==> src/rtl/bpu_pkg.sv <==
// Shared definitions for the branch prediction unit: 2-bit counter states,
// the table reset state and the default table depth.
package bpu_pkg;

  typedef enum logic [1:0] {
    SNT = 2'd0,
    WNT = 2'd1,
    WT  = 2'd2,
    ST  = 2'd3
  } bht_state_e;

  localparam bht_state_e BHT_RST           = WNT;
  localparam int         DEFAULT_BHT_DEPTH = 16;

endpackage

==> src/rtl/branch_predict_unit_sat_counter2.sv <==
// Next-state function of a 2-bit saturating counter: moves one step toward
// the resolved outcome and saturates at SNT and ST.
module sat_counter2
  import bpu_pkg::*;
(
  input  logic [1:0] state,
  input  logic       taken,
  output logic [1:0] next
);

  // Saturating next-state selection
  always_comb begin
    next = state;
    case (state)
      SNT:     next = taken ? WNT : SNT;
      WNT:     next = taken ? WT  : SNT;
      WT:      next = taken ? ST  : WNT;
      ST:      next = taken ? ST  : WT;
      default: next = state;
    endcase
  end

endmodule

==> src/rtl/branch_predict_unit.sv <==
// IF-stage branch predictor with ID-stage resolution: PC-indexed table of
// 2-bit counters, misprediction recovery and saturating event counters.
module branch_predict_unit
  import bpu_pkg::*;
#(
  parameter int BHT_DEPTH = DEFAULT_BHT_DEPTH,
  parameter int CNT_W     = 16
) (
  input  logic             clk,
  input  logic             rst,
  input  logic             stall_i,
  input  logic             IF_branch_i,
  input  logic [31:0]      IF_PC_i,
  output logic             pred_taken_o,
  input  logic             ID_taken_i,
  input  logic [31:0]      ID_PC_imm_i,
  input  logic [31:0]      ID_PC_plus_i,
  output logic             miss_o,
  output logic [31:0]      PC_branch_o,
  output logic [CNT_W-1:0] branch_cnt_o,
  output logic [CNT_W-1:0] miss_cnt_o
);

  localparam int IDX_W = $clog2(BHT_DEPTH);

  logic [BHT_DEPTH-1:0][1:0] bht_r;
  logic [IDX_W-1:0]          if_idx_s;
  logic                      valid_r;
  logic                      pred_r;
  logic [IDX_W-1:0]          idx_r;
  logic                      resolve_s;
  logic [1:0]                bht_next_s;
  logic [CNT_W-1:0]          branch_cnt_r;
  logic [CNT_W-1:0]          miss_cnt_r;
  logic                      unused_s;

  assign if_idx_s     = IF_PC_i[IDX_W+1:2];
  assign unused_s     = ^{IF_PC_i[31:IDX_W+2], IF_PC_i[1:0]};

  // Reads the pre-update table, so same-cycle training is not forwarded.
  assign pred_taken_o = IF_branch_i & bht_r[if_idx_s][1];

  assign resolve_s    = valid_r & ~stall_i;
  assign miss_o       = resolve_s & (pred_r ^ ID_taken_i);
  assign PC_branch_o  = ID_taken_i ? ID_PC_imm_i : ID_PC_plus_i;
  assign branch_cnt_o = branch_cnt_r;
  assign miss_cnt_o   = miss_cnt_r;

  sat_counter2 u_sat (
    .state (bht_r[idx_r]),
    .taken (ID_taken_i),
    .next  (bht_next_s)
  );

  // Table entries are individual flops so each resets asynchronously
  for (genvar g = 0; g < BHT_DEPTH; g++) begin : g_bht
    always_ff @(posedge clk or posedge rst) begin
      if (rst) begin
        bht_r[g] <= BHT_RST;
      end else if (resolve_s && (idx_r == IDX_W'(g))) begin
        bht_r[g] <= bht_next_s;
      end else begin
        bht_r[g] <= bht_r[g];
      end
    end
  end

  // In-flight prediction carried from IF to ID; a miss squashes the IF slot
  always_ff @(posedge clk or posedge rst) begin
    if (rst) begin
      valid_r <= 1'b0;
      pred_r  <= 1'b0;
      idx_r   <= '0;
    end else if (stall_i) begin
      valid_r <= valid_r;
      pred_r  <= pred_r;
      idx_r   <= idx_r;
    end else if (miss_o) begin
      valid_r <= 1'b0;
      pred_r  <= pred_r;
      idx_r   <= idx_r;
    end else begin
      valid_r <= IF_branch_i;
      pred_r  <= pred_taken_o;
      idx_r   <= if_idx_s;
    end
  end

  // Saturating performance counters
  always_ff @(posedge clk or posedge rst) begin
    if (rst) begin
      branch_cnt_r <= '0;
      miss_cnt_r   <= '0;
    end else begin
      if (resolve_s && (branch_cnt_r != {CNT_W{1'b1}})) begin
        branch_cnt_r <= branch_cnt_r + CNT_W'(1);
      end else begin
        branch_cnt_r <= branch_cnt_r;
      end
      if (miss_o && (miss_cnt_r != {CNT_W{1'b1}})) begin
        miss_cnt_r <= miss_cnt_r + CNT_W'(1);
      end else begin
        miss_cnt_r <= miss_cnt_r;
      end
    end
  end

endmodule

==> config.mk <==
export PLATFORM = sky130hd
export DESIGN_NAME = branch_predict_unit
export DESIGN_NICKNAME = d
export VERILOG_FILES = /design/src/rtl/bpu_pkg.sv /design/src/rtl/branch_predict_unit_sat_counter2.sv /design/src/rtl/branch_predict_unit.sv
export SDC_FILE = /design/constraint.sdc
export NUM_CORES = 1
export LEC_CHECK = 0
export ABC_AREA = 1
export CAP_MARGIN = 15
export CELL_PAD_IN_SITES_DETAIL_PLACEMENT = 0
export CELL_PAD_IN_SITES_GLOBAL_PLACEMENT = 2
export CORE_UTILIZATION = 21
export CTS_CLUSTER_DIAMETER = 40
export DETAILED_ROUTE_END_ITERATION = 10
export PLACE_DENSITY = 0.79
export SYNTH_ARGS = -nofsm -noshare
export SYNTH_HDL_FRONTEND = slang
export SYNTH_SLANG_ARGS = --single-unit
==> constraint.sdc <==
create_clock -name clk -period 2.14 [get_ports clk]
set_input_delay 0.428 -clock clk [delete_from_list [all_inputs] [get_ports clk]]
set_output_delay 0.428 -clock clk [all_outputs]
set_load 0.005 [all_outputs]
Yosys cells after proc, flatten, opt, wreduce, memory -nomap -nowiden
Cells that the tools add are included.
- ROM bits: 0
- register bits after elaboration: 70
- memories kept: 0
- latch bits: 0
- bits of input ports: 101
- memory bits (writable): 0
- bitwise gates (word level): 6
- shifts and indexed selects: 0
- reductions and logical operators: 21
- $mul: 0
- order comparisons: 2
- muxes and demuxes: 11
- div/mod/pow operators: 0
- $add $sub $neg: 2
- eq/ne operators: 20
- operator list (kind ; count):
    $add 16x1->16 const B ; 2
    $eq 4x4->1 const B ; 8
    $mux 32 ; 1
    $ne 16x16->1 const B ; 2
    $logic_and 1x1->1 ; 18
    $bmux 2 s4 ; 2
    $eq 4x3->1 const B ; 4
    $lt 4x5->1 const B ; 2
    $eq 4x2->1 const B ; 2
    $mux 2 ; 4
    $pmux 2 s4 ; 1
    $eq 2x2->1 const B ; 2
    $eq 4x1->1 const B ; 1
    $logic_not 4->1 ; 1
    $and 1x1->1 ; 3
    $mux 1 ; 3
    $eq 2x1->1 const B ; 1
    $logic_not 2->1 ; 1
    $not 1->1 ; 2
    $reduce_and 2->1 ; 1
    $xor 1x1->1 ; 1

Logic depth before layout (Yosys ltp)
Gate-level depths: netlist of the first run.
- depth in word-level cells: 5
- depth in mapped cells: 16
- depth with buffers taken out: 13

Hierarchy
A second synthesis of the first run with hierarchy kept.
- cell total of the unflattened synthesis: 554
- area, all modules: 4262.8 µm²
- by module, submodules not included (module ; cells an instance ; times used ; area an instance (µm²)):
    branch_predict_unit ; 549 ; 1 ; 4241.6
    sat_counter2 ; 5 ; 1 ; 21.3

Least setup slack after synthesis of the first run
OpenSTA, ideal clock, no wires.
- path type: input port to output port
- start: in IF_PC_i[2]
- end: out pred_taken_o
- arrival time: 1.304 ns
- data required time: 1.712 ns
- slack: 0.408 ns
- stages: 6
- path through: clkbuf_1 inv_1 o21ai_0 nand2_1 o211ai_1 a21oi_1
- longest elaborated chain between the ends: 3
- ends and longest elaborated chain (item ; RTL line ; source):
    start, declared ; branch_predict_unit.sv:13 ; input logic [31:0] IF_PC_i,
    $bmux 2 s4 ; branch_predict_unit.sv:41 ; assign pred_taken_o = IF_branch_i & bht_r[if_idx_s][1];
    $mux 2 (implied by the code) ; branch_predict_unit.sv:41 ;
    $and 1x1->1 ; branch_predict_unit.sv:41 ;
    end, declared ; branch_predict_unit.sv:14 ; output logic pred_taken_o,
Every way passes these cells. The select of a mux whose other input is x is not followed.

Worst setup path after layout of the first run
- start: in IF_PC_i[5]
- end: out pred_taken_o
Same word-level chain as after synthesis.

==> results by group, run 1 <==
Run status
  – Status: complete, no violations

Critical path
  – Critical-path maximum fanout: 2
  – Critical Setup Path Class: input pin to output port
  – Cells along the critical path: clkdlybuf4s50_1, inv_1, o211ai_1, a21oi_2, clkbuf_2
  – Arrival time at the worst endpoint: 1630 ps
  – Critical Path Max Stage Delay: between 400 and 500 ps
  – Setup crit end kind: output port
  – CP required: ~1700 ps
  – Worst setup SP type: input pin
  – CP max-delay cell: clkdlybuf4s50_1

GRT
  – First-pass GRT wire length: ~22000 um
  – Antenna violations before repair: 0
  – Vias in the first global route: between 4000 and 5000
  – Gr usage total: 13.17%
  – Largest net degree at the start of global routing: 30
  – Global route overflow: 0

Die
  – CORE AREA: slightly above 20000 um^2
  – Die area: 21390 um^2
  – IO Pins: between 150 and 200
  – FP Rows: between 50 and 60
  – Initial Util: 21.53%
  – Die extent in x: 146.3 um
  – Die height: about 150 um

Synthesis
  – Synth top cells by count: nand2_1, inv_1, dfrtp_1, nor2_1, nand3_1
  – Yosys warns: 0
  – Distinct cells, synth: 30
  – Synth Register Bits: 70
  – Most used flip-flop cell after synthesis: dfrtp_1
  – Avg Inst Size Synth: 6.765 um^2
  – Most common cell in the synthesized netlist: nand2_1
  – Netlist Area Pre-Place: about 4400 um^2
  – Top cell type's share of synthesized area: between 30 and 40%
  – Mapped Nets: roughly 750
  – Sequential area share after synthesis: between 40% and 50%
  – Number of synthesized flops with an enable pin: 0
  – Area leader, netlist: dfrtp_1
  – Synth area leaders: dfrtp_1, nand2_1, dfstp_2
  – Post-synth ARST share: 100.0%
  – Cells after synthesis: ~650

STA
  – Peak Freq: 0.4865 GHz
  – Worst Tran Pin Value: slightly below 400 ps
  – Final Critical Period: around 2100 ps
  – Ratio of final minimum period to clock period: between 90% and 100%
  – Hold Fails Final Rpt: 0
  – Slew margin rel.: between 70% and 80%
  – Clock Skew: 5.673 ps
  – Final Max Tran Viols: 0
  – Final setup violation count: 0

Detailed routing
  – DR DRC count: 0
  – Vias/cell: a little over 4
  – DRT iter0 DRCs: 220
  – Final wirelength: between 10000 and 15000 um
  – Metal1 wirelength: around 6700 um
  – Met2 WL post-DR: about 6000 um
  – DR vias: between 4000 and 5000
  – DR pass1 iterations: 4
  – Top sig layer: met4
  – Metal3 WL: just under 700 um
  – Drt wl/cell: between 10 and 15 um
  – Antenna-violating nets left: 0

Flow run
  – Max-Cap Viols: 0

Clock network
  – Clk root buf: clkbuf_16
  – CTS H-Tree Depth: 3
  – # clock sinks: 70
  – Clock transition at path regs: 60 ps
  – CTS tree: built
  – Num CTS Buffers: 9
  – Clock buffer depth: 2
  – Clk Latency, worst-skew pair: roughly 350 ps

Place
  – Placer congestion estimate: approximately 0.76
  – Count of port buffers added during placement: approximately 140
  – Cell total after placement: around 1100
  – Final HPWL DP: about 10000 um

Final layout
  – Cell Count, Final, Fillers Out: between 1000 and 1500
  – Layout area overhead: 52.02%
  – N_diodes: 0
  – Layout cells sized above 1: between 10% and 20%
  – Nets: ~920
  – Final core occ: between 30% and 40%

Pwr
  – VDD IR max: between 0.3 and 0.4 mV
  – Pwr Total: approximately 5.2 mW
  – Lkg Pwr: approximately 3.2 nW
  – Pwr per Cell Area: 786.6 nW/um^2

Hold path
  – Worst Hold Class: input pin to async pin
## flip-flops by register name (all words and copies together), names as in the netlist
| name | flops |
|---|---|
| valid_r | 1 |
| branch_cnt_o | 16 |
| miss_cnt_o | 16 |
| bht_r | 32 |
| idx_r | 4 |
| pred_r | 1 |
## critical path: cells and delay by family
family	cells	cell delay (ps)
buffers and inverters	3	780
AO/OA/AOI/OAI	2	430
## logic make-up after synthesis
family	share of synthesized area, %
AO/OA/AOI/OAI	3.722
XOR/XNOR	5.010
adder cells (fa/ha/maj)	0.5725
buffers and inverters	8.159
flip-flops	40.54
AND/OR/NAND/NOR	42.00
## cell type report
class	count	area (um^2)
Tap cell	270	337.8
Inverter	64	247.7
Multi-Input combinational cell	495	2246
Timing Repair Buffer	174	1719
Clock inverter	7	96.34
Clock buffer	9	225.2
Sequential cell	70	1772
Fill cell	2208	13660
## layout by cell type (no fill, tap or decap), drive strengths merged, types with 2 or more instances in the layout
master           n
nand2          322
clkdlybuf4s50  132
inv             64
nor2            57
dfrtp           54
nand3           37
buf             36
o21ai           22
xor2            19
dfstp           16
nor3            12
clkbuf          10
nand4            8
xnor2            6
o211ai           4
clkinv           4
nand3b           2
ha               2
bufinv           2
dlygate4sd2      2
## stage by stage
step | setup WS [ps] | hold slack, ps | setup TNS, ps | instance area [um^2]
finish | 84.62 | 413.5 | 0 | 6644
global route | -13.90 | 445.1 | -13.90 | 6644
CTS | -57.21 | 414.8 | -57.21 | 6645
detailed placement | -635.5 | 455.7 | -7804 | 6292
global placement | -635.4 | 458.6 | -8038 | 6292
floorplan | 408.2 | 446.5 | 0 | 4374
## power breakdown
| part | internal (mW) | switching (mW) | total [mW] |
|---|---|---|---|
| combinational | 0.796 | 0.763 | 1.56 |
| sequential | 1.69 | 0.328 | 2.01 |
| clock | 1.03 | 0.626 | 1.65 |
| total | 3.51 | 1.72 | 5.23 |
## layer usage
layer / GRT usage (%) / vias up
li1: - / 2315
met1: 17.62 / 1985
met2: 20.88 / 113
met3: 2.438 / 9
met4: 5.313 / 0
met5: 0 / -
## path summary, 6_finish.rpt
| check | to | slack, ps | cells after the start | from |
|---|---|---|---|---|
| setup reg to reg | bht_r[8]$_DFFE_PP1P_ | 250 | 11 | idx_r[0]$_DFFE_PP0P_ |
| hold reg to reg | bht_r[22]$_DFFE_PP1P_ | 470 | 2 | bht_r[22]$_DFFE_PP1P_ |
| max in group asynchronous | bht_r[28]$_DFFE_PP1P_ | 1190 | 3 | rst |
| min in group clk | bht_r[22]$_DFFE_PP1P_ | 470 | 2 | bht_r[22]$_DFFE_PP1P_ |
| setup / recovery | pred_taken_o | 80 | 5 | IF_PC_i[5] |
| hold / removal | branch_cnt_o[4]$_DFFE_PP0P_ | 410 | 2 | rst |
## repair_timing
| item | 4_1_cts | 5_1_grt |
|---|---|---|
| hold buffers | 0 | 0 |
| setup endpoints to repair | 34 | 2 |
| resized for setup | 17 | 6 |
| hold endpoints to repair | 0 | 0 |
| gates cloned | 1 | 0 |
| setup buffers | 0 | 1 |
| pin swaps | 3 | 5 |
No activity file was read; power rests on OpenSTA's default activity.
==> run 2, diff against run 1 <==
--- a/config.mk
+++ b/config.mk
@@ -11,6 +11,7 @@
 export CELL_PAD_IN_SITES_GLOBAL_PLACEMENT = 2
 export CORE_UTILIZATION = 21
 export CTS_CLUSTER_DIAMETER = 40
+export CTS_CLUSTER_SIZE = 12
 export DETAILED_ROUTE_END_ITERATION = 10
 export PLACE_DENSITY = 0.79
 export SYNTH_ARGS = -nofsm -noshare
==> results of run 2 <==
Same layout as run 1: the final DEF is identical, and so are final timing and power.
